==> src/rtl/da_vinci_bus_monitor_pkg.sv <==
// Shared definitions for the da_vinci bus monitor.
// Holds the FSM state encoding, default parameter values, project width
// constants and the saturating counter helper.
package da_vinci_bus_monitor_pkg;

    typedef enum logic [1:0] {
        ST_IDLE = 2'd0,
        ST_RUN  = 2'd1,
        ST_STOP = 2'd2
    } mon_state_e;

    localparam int COUNT_WIDTH      = 32;
    localparam int DEF_DATA_WIDTH   = 32;
    localparam int DEF_ADDR_WIDTH   = 26;
    localparam int DEF_TRACE_DEPTH  = 16;
    localparam int DEF_IDLE_LIMIT   = 64;
    localparam int DEF_MAX_CYCLES   = 5000;
    localparam logic [31:0] DEF_WIN_LO = 32'h03ff_fff0;
    localparam logic [31:0] DEF_WIN_HI = 32'h03ff_ffff;

    // Transaction counters hold at all-ones instead of wrapping.
    function automatic logic [COUNT_WIDTH-1:0] sat_inc(input logic [COUNT_WIDTH-1:0] v);
        return (v == '1) ? v : v + 1'b1;
    endfunction

endpackage

==> src/rtl/da_vinci_trace_fifo.sv <==
// First-word-fall-through trace FIFO for the da_vinci bus monitor.
// The head word reads as zero while empty so the trace outputs are clean
// straight out of reset. A push while full succeeds only with a pop in the
// same cycle; a pop while empty is ignored. flush empties the FIFO.
module da_vinci_trace_fifo
    import da_vinci_bus_monitor_pkg::*;
#(
    parameter int WIDTH = 59,
    parameter int DEPTH = DEF_TRACE_DEPTH
) (
    input  logic             clk,
    input  logic             rst_n,
    input  logic             flush,
    input  logic             push,
    input  logic [WIDTH-1:0] din,
    input  logic             pop,
    output logic [WIDTH-1:0] dout,
    output logic             full,
    output logic             empty
);

    localparam int AW = $clog2(DEPTH);

    logic [WIDTH-1:0] mem [DEPTH];
    logic [AW:0]      wr_ptr;
    logic [AW:0]      rd_ptr;
    logic             do_pop;
    logic             do_push;

    assign empty   = (wr_ptr == rd_ptr);
    assign full    = (wr_ptr[AW] != rd_ptr[AW]) && (wr_ptr[AW-1:0] == rd_ptr[AW-1:0]);
    assign do_pop  = pop & ~empty;
    assign do_push = push & (~full | do_pop);
    assign dout    = empty ? '0 : mem[rd_ptr[AW-1:0]];

    // Pointer update; flush takes priority over any push or pop.
    always_ff @(posedge clk or negedge rst_n) begin
        if (!rst_n) begin
            wr_ptr <= '0;
            rd_ptr <= '0;
        end else if (flush) begin
            wr_ptr <= '0;
            rd_ptr <= '0;
        end else begin
            if (do_push) wr_ptr <= wr_ptr + 1'b1;
            if (do_pop)  rd_ptr <= rd_ptr + 1'b1;
        end
    end

    // Storage write; contents are only visible through valid pointers, so no reset.
    always_ff @(posedge clk) begin
        if (do_push && !flush) mem[wr_ptr[AW-1:0]] <= din;
    end

endmodule

==> src/rtl/da_vinci_bus_monitor.sv <==
// da_vinci bus monitor: counts read/write strobe edges while armed, traces
// them into a FWFT FIFO, and stops on an idle halt or a cycle budget timeout.
// Optional feature: define DA_VINCI_BUS_MON_WINDOW_EN to trace only writes
// whose address falls inside [WIN_LO, WIN_HI]; counters are unaffected.
module da_vinci_bus_monitor
    import da_vinci_bus_monitor_pkg::*;
#(
    parameter int DATA_WIDTH  = DEF_DATA_WIDTH,
    parameter int ADDR_WIDTH  = DEF_ADDR_WIDTH,
    parameter int TRACE_DEPTH = DEF_TRACE_DEPTH,
    parameter int IDLE_LIMIT  = DEF_IDLE_LIMIT,
    parameter int MAX_CYCLES  = DEF_MAX_CYCLES,
    parameter logic [ADDR_WIDTH-1:0] WIN_LO = ADDR_WIDTH'(DEF_WIN_LO),
    parameter logic [ADDR_WIDTH-1:0] WIN_HI = ADDR_WIDTH'(DEF_WIN_HI)
) (
    input  logic                   CLK,
    input  logic                   RST,
    input  logic                   START,
    input  logic [ADDR_WIDTH-1:0]  ADDR,
    input  logic [DATA_WIDTH-1:0]  DATA,
    input  logic                   READ,
    input  logic                   WRITE,
    input  logic                   TRACE_POP,
    output logic                   TRACE_VALID,
    output logic [ADDR_WIDTH-1:0]  TRACE_ADDR,
    output logic [DATA_WIDTH-1:0]  TRACE_DATA,
    output logic                   TRACE_IS_WR,
    output logic [COUNT_WIDTH-1:0] RD_COUNT,
    output logic [COUNT_WIDTH-1:0] WR_COUNT,
    output logic                   TRACE_OVF,
    output logic                   BUS_ERR,
    output logic                   DONE,
    output logic                   TIMEOUT
);

`ifdef DA_VINCI_BUS_MON_WINDOW_EN
    localparam bit WINDOW_EN = 1'b1;
`else
    localparam bit WINDOW_EN = 1'b0;
`endif

    localparam int EW = ADDR_WIDTH + DATA_WIDTH + 1;
    localparam int QW = $clog2(IDLE_LIMIT + 1);
    localparam int CW = $clog2(MAX_CYCLES + 1);

    mon_state_e      state;
    mon_state_e      state_nxt;
    logic            read_q;
    logic            write_q;
    logic [QW-1:0]   quiet_cnt;
    logic [QW-1:0]   quiet_nxt;
    logic [CW-1:0]   cyc_cnt;
    logic [CW-1:0]   cyc_nxt;
    logic            in_run;
    logic            rd_rise;
    logic            wr_rise;
    logic            rd_txn;
    logic            wr_txn;
    logic            txn;
    logic            bus_err_ev;
    logic            halt;
    logic            tmo;
    logic            arm;
    logic            in_window;
    logic            push_req;
    logic            ovf_ev;
    logic            fifo_full;
    logic            fifo_empty;
    logic [EW-1:0]   fifo_din;
    logic [EW-1:0]   fifo_dout;

    assign in_run     = (state == ST_RUN);
    assign rd_rise    = READ & ~read_q;
    assign wr_rise    = WRITE & ~write_q;
    assign rd_txn     = in_run & rd_rise & ~WRITE;
    assign wr_txn     = in_run & wr_rise & ~READ;
    assign txn        = rd_txn | wr_txn;
    assign bus_err_ev = in_run & rd_rise & wr_rise;
    assign arm        = START & ~in_run;

    assign quiet_nxt  = txn ? '0 : quiet_cnt + 1'b1;
    assign cyc_nxt    = cyc_cnt + 1'b1;
    assign halt       = in_run & (quiet_nxt == QW'(IDLE_LIMIT));
    assign tmo        = in_run & (cyc_nxt == CW'(MAX_CYCLES));

    assign in_window  = (ADDR >= WIN_LO) && (ADDR <= WIN_HI);
    assign push_req   = txn & (~WINDOW_EN | (wr_txn & in_window));
    assign ovf_ev     = push_req & fifo_full & ~TRACE_POP;
    assign fifo_din   = {ADDR, DATA, wr_txn};

    // State register.
    always_ff @(posedge CLK or negedge RST) begin
        if (!RST) state <= ST_IDLE;
        else      state <= state_nxt;
    end

    // Next-state logic: START arms from IDLE/STOP, halt or timeout stops a run.
    always_comb begin
        state_nxt = state;
        case (state)
            ST_IDLE: if (START)      state_nxt = ST_RUN;
            ST_RUN:  if (halt | tmo) state_nxt = ST_STOP;
            ST_STOP: if (START)      state_nxt = ST_RUN;
            default:                 state_nxt = ST_IDLE;
        endcase
    end

    // Previous-cycle strobe samples for edge detection, tracked in every state.
    always_ff @(posedge CLK or negedge RST) begin
        if (!RST) begin
            read_q  <= 1'b0;
            write_q <= 1'b0;
        end else begin
            read_q  <= READ;
            write_q <= WRITE;
        end
    end

    // Counters, watchdogs and sticky flags; cleared when a run is armed.
    always_ff @(posedge CLK or negedge RST) begin
        if (!RST) begin
            RD_COUNT  <= '0;
            WR_COUNT  <= '0;
            quiet_cnt <= '0;
            cyc_cnt   <= '0;
            TRACE_OVF <= 1'b0;
            BUS_ERR   <= 1'b0;
            DONE      <= 1'b0;
            TIMEOUT   <= 1'b0;
        end else if (arm) begin
            RD_COUNT  <= '0;
            WR_COUNT  <= '0;
            quiet_cnt <= '0;
            cyc_cnt   <= '0;
            TRACE_OVF <= 1'b0;
            BUS_ERR   <= 1'b0;
            DONE      <= 1'b0;
            TIMEOUT   <= 1'b0;
        end else if (in_run) begin
            if (rd_txn) RD_COUNT <= sat_inc(RD_COUNT);
            if (wr_txn) WR_COUNT <= sat_inc(WR_COUNT);
            quiet_cnt <= quiet_nxt;
            cyc_cnt   <= cyc_nxt;
            TRACE_OVF <= TRACE_OVF | ovf_ev;
            BUS_ERR   <= BUS_ERR | bus_err_ev;
            DONE      <= DONE | halt;
            TIMEOUT   <= TIMEOUT | tmo;
        end
    end

    da_vinci_trace_fifo #(
        .WIDTH (EW),
        .DEPTH (TRACE_DEPTH)
    ) u_trace_fifo (
        .clk   (CLK),
        .rst_n (RST),
        .flush (arm),
        .push  (push_req),
        .din   (fifo_din),
        .pop   (TRACE_POP),
        .dout  (fifo_dout),
        .full  (fifo_full),
        .empty (fifo_empty)
    );

    assign TRACE_VALID = ~fifo_empty;
    assign TRACE_ADDR  = fifo_dout[EW-1 -: ADDR_WIDTH];
    assign TRACE_DATA  = fifo_dout[DATA_WIDTH:1];
    assign TRACE_IS_WR = fifo_dout[0];

endmodule

==> config.mk <==
export PLATFORM = sky130hd
export DESIGN_NAME = da_vinci_bus_monitor
export DESIGN_NICKNAME = d
export VERILOG_FILES = /design/src/rtl/da_vinci_bus_monitor_pkg.sv /design/src/rtl/da_vinci_trace_fifo.sv /design/src/rtl/da_vinci_bus_monitor.sv
export SDC_FILE = /design/constraint.sdc
export NUM_CORES = 1
export LEC_CHECK = 0
export CAP_MARGIN = 20
export CORE_ASPECT_RATIO = 0.9
export CORE_MARGIN = 2
export CORE_UTILIZATION = 60
export CTS_CLUSTER_SIZE = 16
export DETAILED_ROUTE_END_ITERATION = 12
export DONT_BUFFER_PORTS = 1
export PLACE_DENSITY = 0.76
export SLEW_MARGIN = 20
export SYNTH_ARGS = -nofsm -noshare
export SYNTH_HDL_FRONTEND = slang
export SYNTH_SLANG_ARGS = --single-unit
==> constraint.sdc <==
create_clock -name CLK -period 9.4 [get_ports CLK]
set_clock_uncertainty 0.15 [all_clocks]
set_input_delay 1.88 -clock CLK [delete_from_list [all_inputs] [get_ports CLK]]
set_output_delay 1.88 -clock CLK [all_outputs]
set_load 0.01 [all_outputs]
# After elaboration in Yosys (flattened, before gate mapping)

Memory sizes are Yosys's and may differ from the RTL's.
Cells that the tools add are included.

Register bits after elaboration: 102
Bits in writable memories: 944
Output and inout port bits: 128
Memories kept: 1

Add/subtract/negate cells: 6
Equal/unequal tests: 13
Muxes and demuxes: 31
Bitwise logic cells: 29
Reductions and logical operators: 13

Memory list:

| memory           | depth | bits a word | read ports | clocked after memory_dff | wr ports | line                      | RTL |
|---|---|---|---|---|---|---|---|
| u_trace_fifo.mem | 16    | 59          | 1          | 0                        | 1        | da_vinci_trace_fifo.sv:24 | `logic [WIDTH-1:0] mem [DEPTH];` |

Operator list:

| kind                                                | count |
|---|---|
| 2-to-1 mux 32 bit                                   | 8 |
| adder 32 x 1 -> 32 bit, second input constant       | 2 |
| equality test 32 bit, second input constant         | 2 |
| 2-to-1 mux 59 bit                                   | 1 |
| 2-to-1 mux 13 bit                                   | 2 |
| 2-to-1 mux 7 bit                                    | 3 |
| 2-to-1 mux 5 bit                                    | 4 |
| bitwise AND 1 bit                                   | 14 |
| adder 13 x 1 -> 13 bit, second input constant       | 1 |
| equality test 13 bit, second input constant         | 1 |
| adder 5 x 1 -> 5 bit, second input constant         | 2 |
| 2-to-1 mux 1 bit                                    | 10 |
| nonzero test 2 bit                                  | 5 |
| != test 2 x 1 -> 1 bit, second input constant       | 4 |
| NOT 1 bit                                           | 8 |
| adder 7 x 1 -> 7 bit, second input constant         | 1 |
| equality test 7 bit, second input constant          | 1 |
| OR 1 bit                                            | 7 |
| AND reduction 3 bit                                 | 2 |
| equality test 5 bit                                 | 1 |
| equality test 4 bit                                 | 1 |
| 2-to-1 mux 2 bit                                    | 2 |
| case mux 2 bit (2 select lines)                     | 1 |
| equality test 2 x 1 -> 1 bit, second input constant | 1 |
| 7 further kinds                                     | 8 |

# Logic depth before layout (Yosys ltp)

Depth in word-level cells: 11
Mapped depth: 8

# By module

Synthesis repeated with hierarchy kept, for this count alone.

Cell total of the unflattened synthesis: 2126
Area, all modules: 41269.6 µm²

Modules (own cells, without submodules):

| module               | instances | cells each | area each (µm²) | sequential area each (µm²) |
|---|---|---|---|---|
| da_vinci_trace_fifo  | 1         | 1541       | 36008.3         | 28597.4 |
| da_vinci_bus_monitor | 1         | 585        | 5261.3          | 2302.2 |

# Least setup slack after synthesis

OpenSTA, ideal clock, no wires.

Path kind: input-to-reg
Start point: input port WRITE
End point: memory u_trace_fifo.mem[3][0] (enable)
Arrival: 6.778 ns
Setup slack: 1.924 ns
Stages on the path: 4
Path buffers: 0
Cell sequence: nor3b_1 -> o21ai_0 -> a211o_1 -> nor3_1

Word-level cells in the longest chain between the ends: 8
Elaborated cells between the ends (all ways): 10
Classes of those cells: 2 x mux; 7 x bitwise; 1 x reduce/logical

Ends and longest elaborated chain:

| item                                       | line                       | RTL |
|---|---|---|
| start, declared                            | da_vinci_bus_monitor.sv:22 | `input logic WRITE,` |
| bitwise AND 1 bit                          | da_vinci_bus_monitor.sv:74 | `assign wr_rise = WRITE & ~write_q;` |
| bitwise AND 1 bit (2 in a row)             | da_vinci_bus_monitor.sv:76 | `assign wr_txn = in_run & wr_rise & ~READ;` |
| OR 1 bit (*)                               | da_vinci_bus_monitor.sv:77 | `assign txn = rd_txn \| wr_txn;` |
| bitwise AND 1 bit (*)                      | da_vinci_trace_fifo.sv:33  | `assign do_push = push & (~full \| do_pop);` |
| logical AND 1 bit (*)                      | da_vinci_trace_fifo.sv:52  | `if (do_push && !flush) mem[wr_ptr[AW-1:0]] <= din;` |
| 2-to-1 mux 1 bit (*)                       | da_vinci_trace_fifo.sv:52  |  |
| 2-to-1 mux 1 bit (implied by the code) (*) | da_vinci_trace_fifo.sv:52  |  |
| end, declared                              | da_vinci_trace_fifo.sv:24  |  |

Every way passes the cells marked *; elsewhere a longest branch is shown, timed or not.

# Worst setup path after layout

Start point: register u_trace_fifo.rd_ptr[1]
End point: output port TRACE_DATA[6]

Word-level cells in the longest chain between the ends: 2
Elaborated cells between the ends (all ways): 3
Classes of those cells: 1 x eq/ne; 1 x mux; 1 x memory

Ends and longest elaborated chain:

| item                                                                    | line                       | RTL |
|---|---|---|
| start, declared                                                         | da_vinci_trace_fifo.sv:26  | `logic [AW:0] rd_ptr;` |
| start signal, assigned                                                  | da_vinci_trace_fifo.sv:46  | `if (do_pop) rd_ptr <= rd_ptr + 1'b1;` |
| memory read (16 x 59 bit) / equality test 5 bit (equally long branches) | n/a                        |  |
| 2-to-1 mux 59 bit (*)                                                   | da_vinci_trace_fifo.sv:34  | `assign dout = empty ? '0 : mem[rd_ptr[AW-1:0]];` |
| end, declared                                                           | da_vinci_bus_monitor.sv:26 | `output logic [DATA_WIDTH-1:0] TRACE_DATA,` |

Marked as above.

==> out/qor_table.md <==
| Metric | This run |
|:---|:---|
| Status | completed |
| Simple logic cell fraction of the synthesized area | 0.0475 |
| Main synth FF type | edfxtp_1 |
| Clock transition at path regs | 60 ps |
| Violation count after the first detailed-routing iteration | 2376 |
| DIE AREA | 0.0712 mm^2 |
| Routed wire length per instance | 30.1 um |
| Area growth syn-to-layout | 10.9% |
| Top post-synthesis cells by area | edfxtp_1, mux4_2, dfrtp_1 |
| Number of placement rows | 91 |
| Post-synthesis instance total | 2019 |
| Period utilisation layout | 0.716 |
| Post-cts hold buffer count | 0 |
| Post-Place Cell Area | 0.0425 mm^2 |
| Residual overflow from global routing | 0 |
| Vias | 20500 |
| Final critical-path setup slack | 2670 ps |
| Sequence of cells on the critical path | buf_4 > buf_4 > mux4_2 > mux4_2 > nor2b_1 |
| Final slew viol count | 0 |
| Cts bufs inserted | 100 |
| Post-CTS Setup Inserts | 0 |
| Design Power | 12900 uW |
| Mux contribution to synthesized area | 0.162 |
| Hold violation count in the final report | 0 |
| Longest individual stage delay on the worst path | 1060 ps |
| Proportion of layout cells with a drive suffix above 1 | 0.239 |
| Wire length of the first global-routing pass | 138 mm |
| TritonCTS clock tree | done |
| DRC errors left | 0 |
| Normalized max-slew margin | 0.216 |
| Effective utilization at floorplan | 0.606 |
| Via count of the first global-routing pass | 21100 |
| Count of final setup violators | 0 |
| Routed Wire Length | 92.2 mm |
| Count of clock tree sinks | 1046 |
| Min Clock Period, post-route | 6730 ps |
| Number of buffer and inverter stages on the critical path | 2 |
| Die span in y | 253 um |
| Synthesized netlist net count | 2092 |
| Hold/Removal Path Class | flop to flop |
| Horizontal extent of the die | 281 um |
| Gates resized, CTS repair | 0 |
| Transition time at the pin with the least slew margin | 1170 ps |
| Arrival time worst endpoint | 4700 ps |
| Timing-limited maximum frequency | 149 MHz |
| Proportion of synthesized flip-flops having asynchronous set or reset | 0.0975 |
| Total negative slack for setup checks | 0 ps |
| Total iterations of the first detailed-routing run | 6 |
| EDFF count, synth | 944 |
| Startpoint kind of the worst setup timing path | flop |
| Average cell area after synthesis | 20.5 um^2 |
| Syn Std Cell Area | 0.0414 mm^2 |
| Post-synthesis compound-gate area fraction | 0.0233 |
| Cell type contributing the most total cell area after synthesis | edfxtp_1 |
| Worst setup timing slack at the placement stage | 3450 ps |
| Final weighted congestion in routability-driven placement | 0.833 |
| Core Footprint | 0.0684 mm^2 |
| Register bit count reported by yosys | 1046 |
| Proportion of synthesized chip area in sequential cells | 0.746 |
| Endpoint kind of the worst setup timing path | output port |
| Number of different library cells in the post-synthesis netlist | 59 |
| Worst slack on hold paths | 351 ps |
| Synth Warn # | 0 |
| Synthesized-area fraction occupied by xor and xnor cells | 0.00676 |
| Clk_lat worst skew | 660 ps |
| Detail-routed via count per cell | 6.70 |
| Main combinational cell family by area after synthesis | multiplexers |
| Maximum number of buffers from clock root to sink | 3 |
| Largest net degree at the start of global routing | 110 |
| Worst-path maximum fanout | 67 |
| Cell class contributing the biggest share of worst-path delay | buffers and inverters |
| Count of antenna-violating nets left after detailed routing | 0 |
| Arithmetic-cell share of the synthesized area counting full adders, half adders and majority gates | 0.00272 |
| Max stage delay cell, worst path | dfrtp_4 |
| Final-stage net count | 2119 |
| Type of the worst setup path | flop to output port |
| Post-Layout Inst Area | 0.0460 mm^2 |
| Maximum level of the CTS H-tree | 3 |
| Number of top-level pins | 192 |
| CTS Root Cell | clkbuf_16 |
| Number of max-capacitance violations reported | 0 |
| Power density cells | 280 mW/mm^2 |
| All-Layer GR Usage | 0.266 |
| Fill cell count | 4218 |
| HPWL reported at the end of detailed placement | 46.2 mm |
| Ranking of synthesized cells by instance count | edfxtp_1, mux4_2, dfrtp_1 |
| Port Buffers | 0 |
| Unrepaired setup endpoints after global routing | false |
| Portion of synthesized cell area occupied by the leading cell type | 0.684 |
| Initial antenna violation count | 0 |
| Library cell with the highest instance count after synthesis | edfxtp_1 |
| Required arrival time at the worst endpoint | 7370 ps |
| Worst vdd rail ir drop | 307 uV |
| Pleak | 0.0147 uW |
## cells by family (layout without fill, tap and decap cells)
kind of cell / count (synthesis) / after routing
simple gates: 355 / 355
fa+ha+maj: 9 / 9
flops: 1046 / 1046
mux: 304 / 304
other cells: 0 / 2
xor+xnor: 32 / 32
buf+inv: 119 / 230
compound gates: 154 / 154
## cells in the final DEF (no fill, tap or decap), types with 8 or more instances in the layout
master	Yosys	routed
clkinv_2	0	19
clkinv_1	0	19
dfrtp_1	102	98
clkbuf_16	0	101
o31ai_1	12	12
ha_1	9	9
xnor2_1	21	21
or3_1	30	30
o21ai_0	56	56
xor2_1	11	11
a31oi_1	9	9
inv_1	15	15
mux2i_1	9	9
a21oi_1	40	39
edfxtp_1	944	944
or4_1	11	11
bufinv_16	0	15
clkbuf_1	62	17
nand3_1	36	36
nor2b_1	67	65
nor3_1	9	8
nor2_1	50	47
buf_4	1	27
and3_1	24	11
nand2_1	65	65
nand4_1	24	24
mux4_2	295	295
and3_4	0	13
## power by group
group | total, uW | leakage [uW] | internal [uW] | switching [uW]
combinational | 3130 | 0.00313 | 1530 | 1600
sequential | 5570 | 0.00988 | 5290 | 283
clock | 4170 | 0.00166 | 2420 | 1740
## flip-flops by register name (all words and copies together) (netlist names), 2 cells and up
name and cells:
RD_COUNT 32, u_trace_fifo.rd_ptr 5, u_trace_fifo.wr_ptr 5, cyc_cnt 13, u_trace_fifo.mem 944, WR_COUNT 32
quiet_cnt 7, state 2
## layer usage
| metal | routed length [um] | GRT usage | vias to the layer above |
|---|---|---|---|
| met4 | 2210 | 0.0739 | 0 |
| met1 | 36000 | 0.367 | 10900 |
| li1 | - | - | 8450 |
| met2 | 47000 | 0.440 | 967 |
| met3 | 6960 | 0.0515 | 160 |
| met5 | 0 | 0 | - |
## area by class of cell
cell class	count	area, um^2	share of cell area
Timing Repair Buffer	29	243	0.00528
Antenna cell	2	5.00	0.000109
Sequential cell	1046	30900	0.673
Inverter	15	56.3	0.00123
Clock buffer	121	2630	0.0573
Multi-Input combinational cell	854	10200	0.221
Tap cell	930	1160	0.0253
Clock inverter	65	772	0.0168
## worst paths after layout
path                                              from                       end  slack (ps)  cells after the start
worst min register to register  u_trace_fifo.wr_ptr[4]    u_trace_fifo.wr_ptr[4]         350                      1
min in group asynchronous                          RST               WR_COUNT[0]         770                      0
worst max-delay path            u_trace_fifo.rd_ptr[1]             TRACE_DATA[6]        2670                      5
worst max register to register  u_trace_fifo.rd_ptr[1]  u_trace_fifo.mem[15][50]        5160                      5
max in group asynchronous                          RST    u_trace_fifo.rd_ptr[3]        8140                      0
worst min-delay path            u_trace_fifo.wr_ptr[4]    u_trace_fifo.wr_ptr[4]         350                      1
## worst register-to-register path: cells and delay by family (launching register included)
family | cells | cell delay [ps]
xor gates and xnor gates | 1 | 200
and+or+nand+nor | 2 | 1230
AOI/OAI and AO/OA | 1 | 400
DFF | 1 | 1060
buffers and inverters | 1 | 810
## per-stage QoR
step / cells / util
global placement: 2874 / 0.622
detailed placement: 2874 / 0.622
CTS: 3060 / 0.671
floorplan: 2019 / -
global route: 3060 / 0.672
finish: 3062 / 0.672
(Power assumes the default switching activity.)
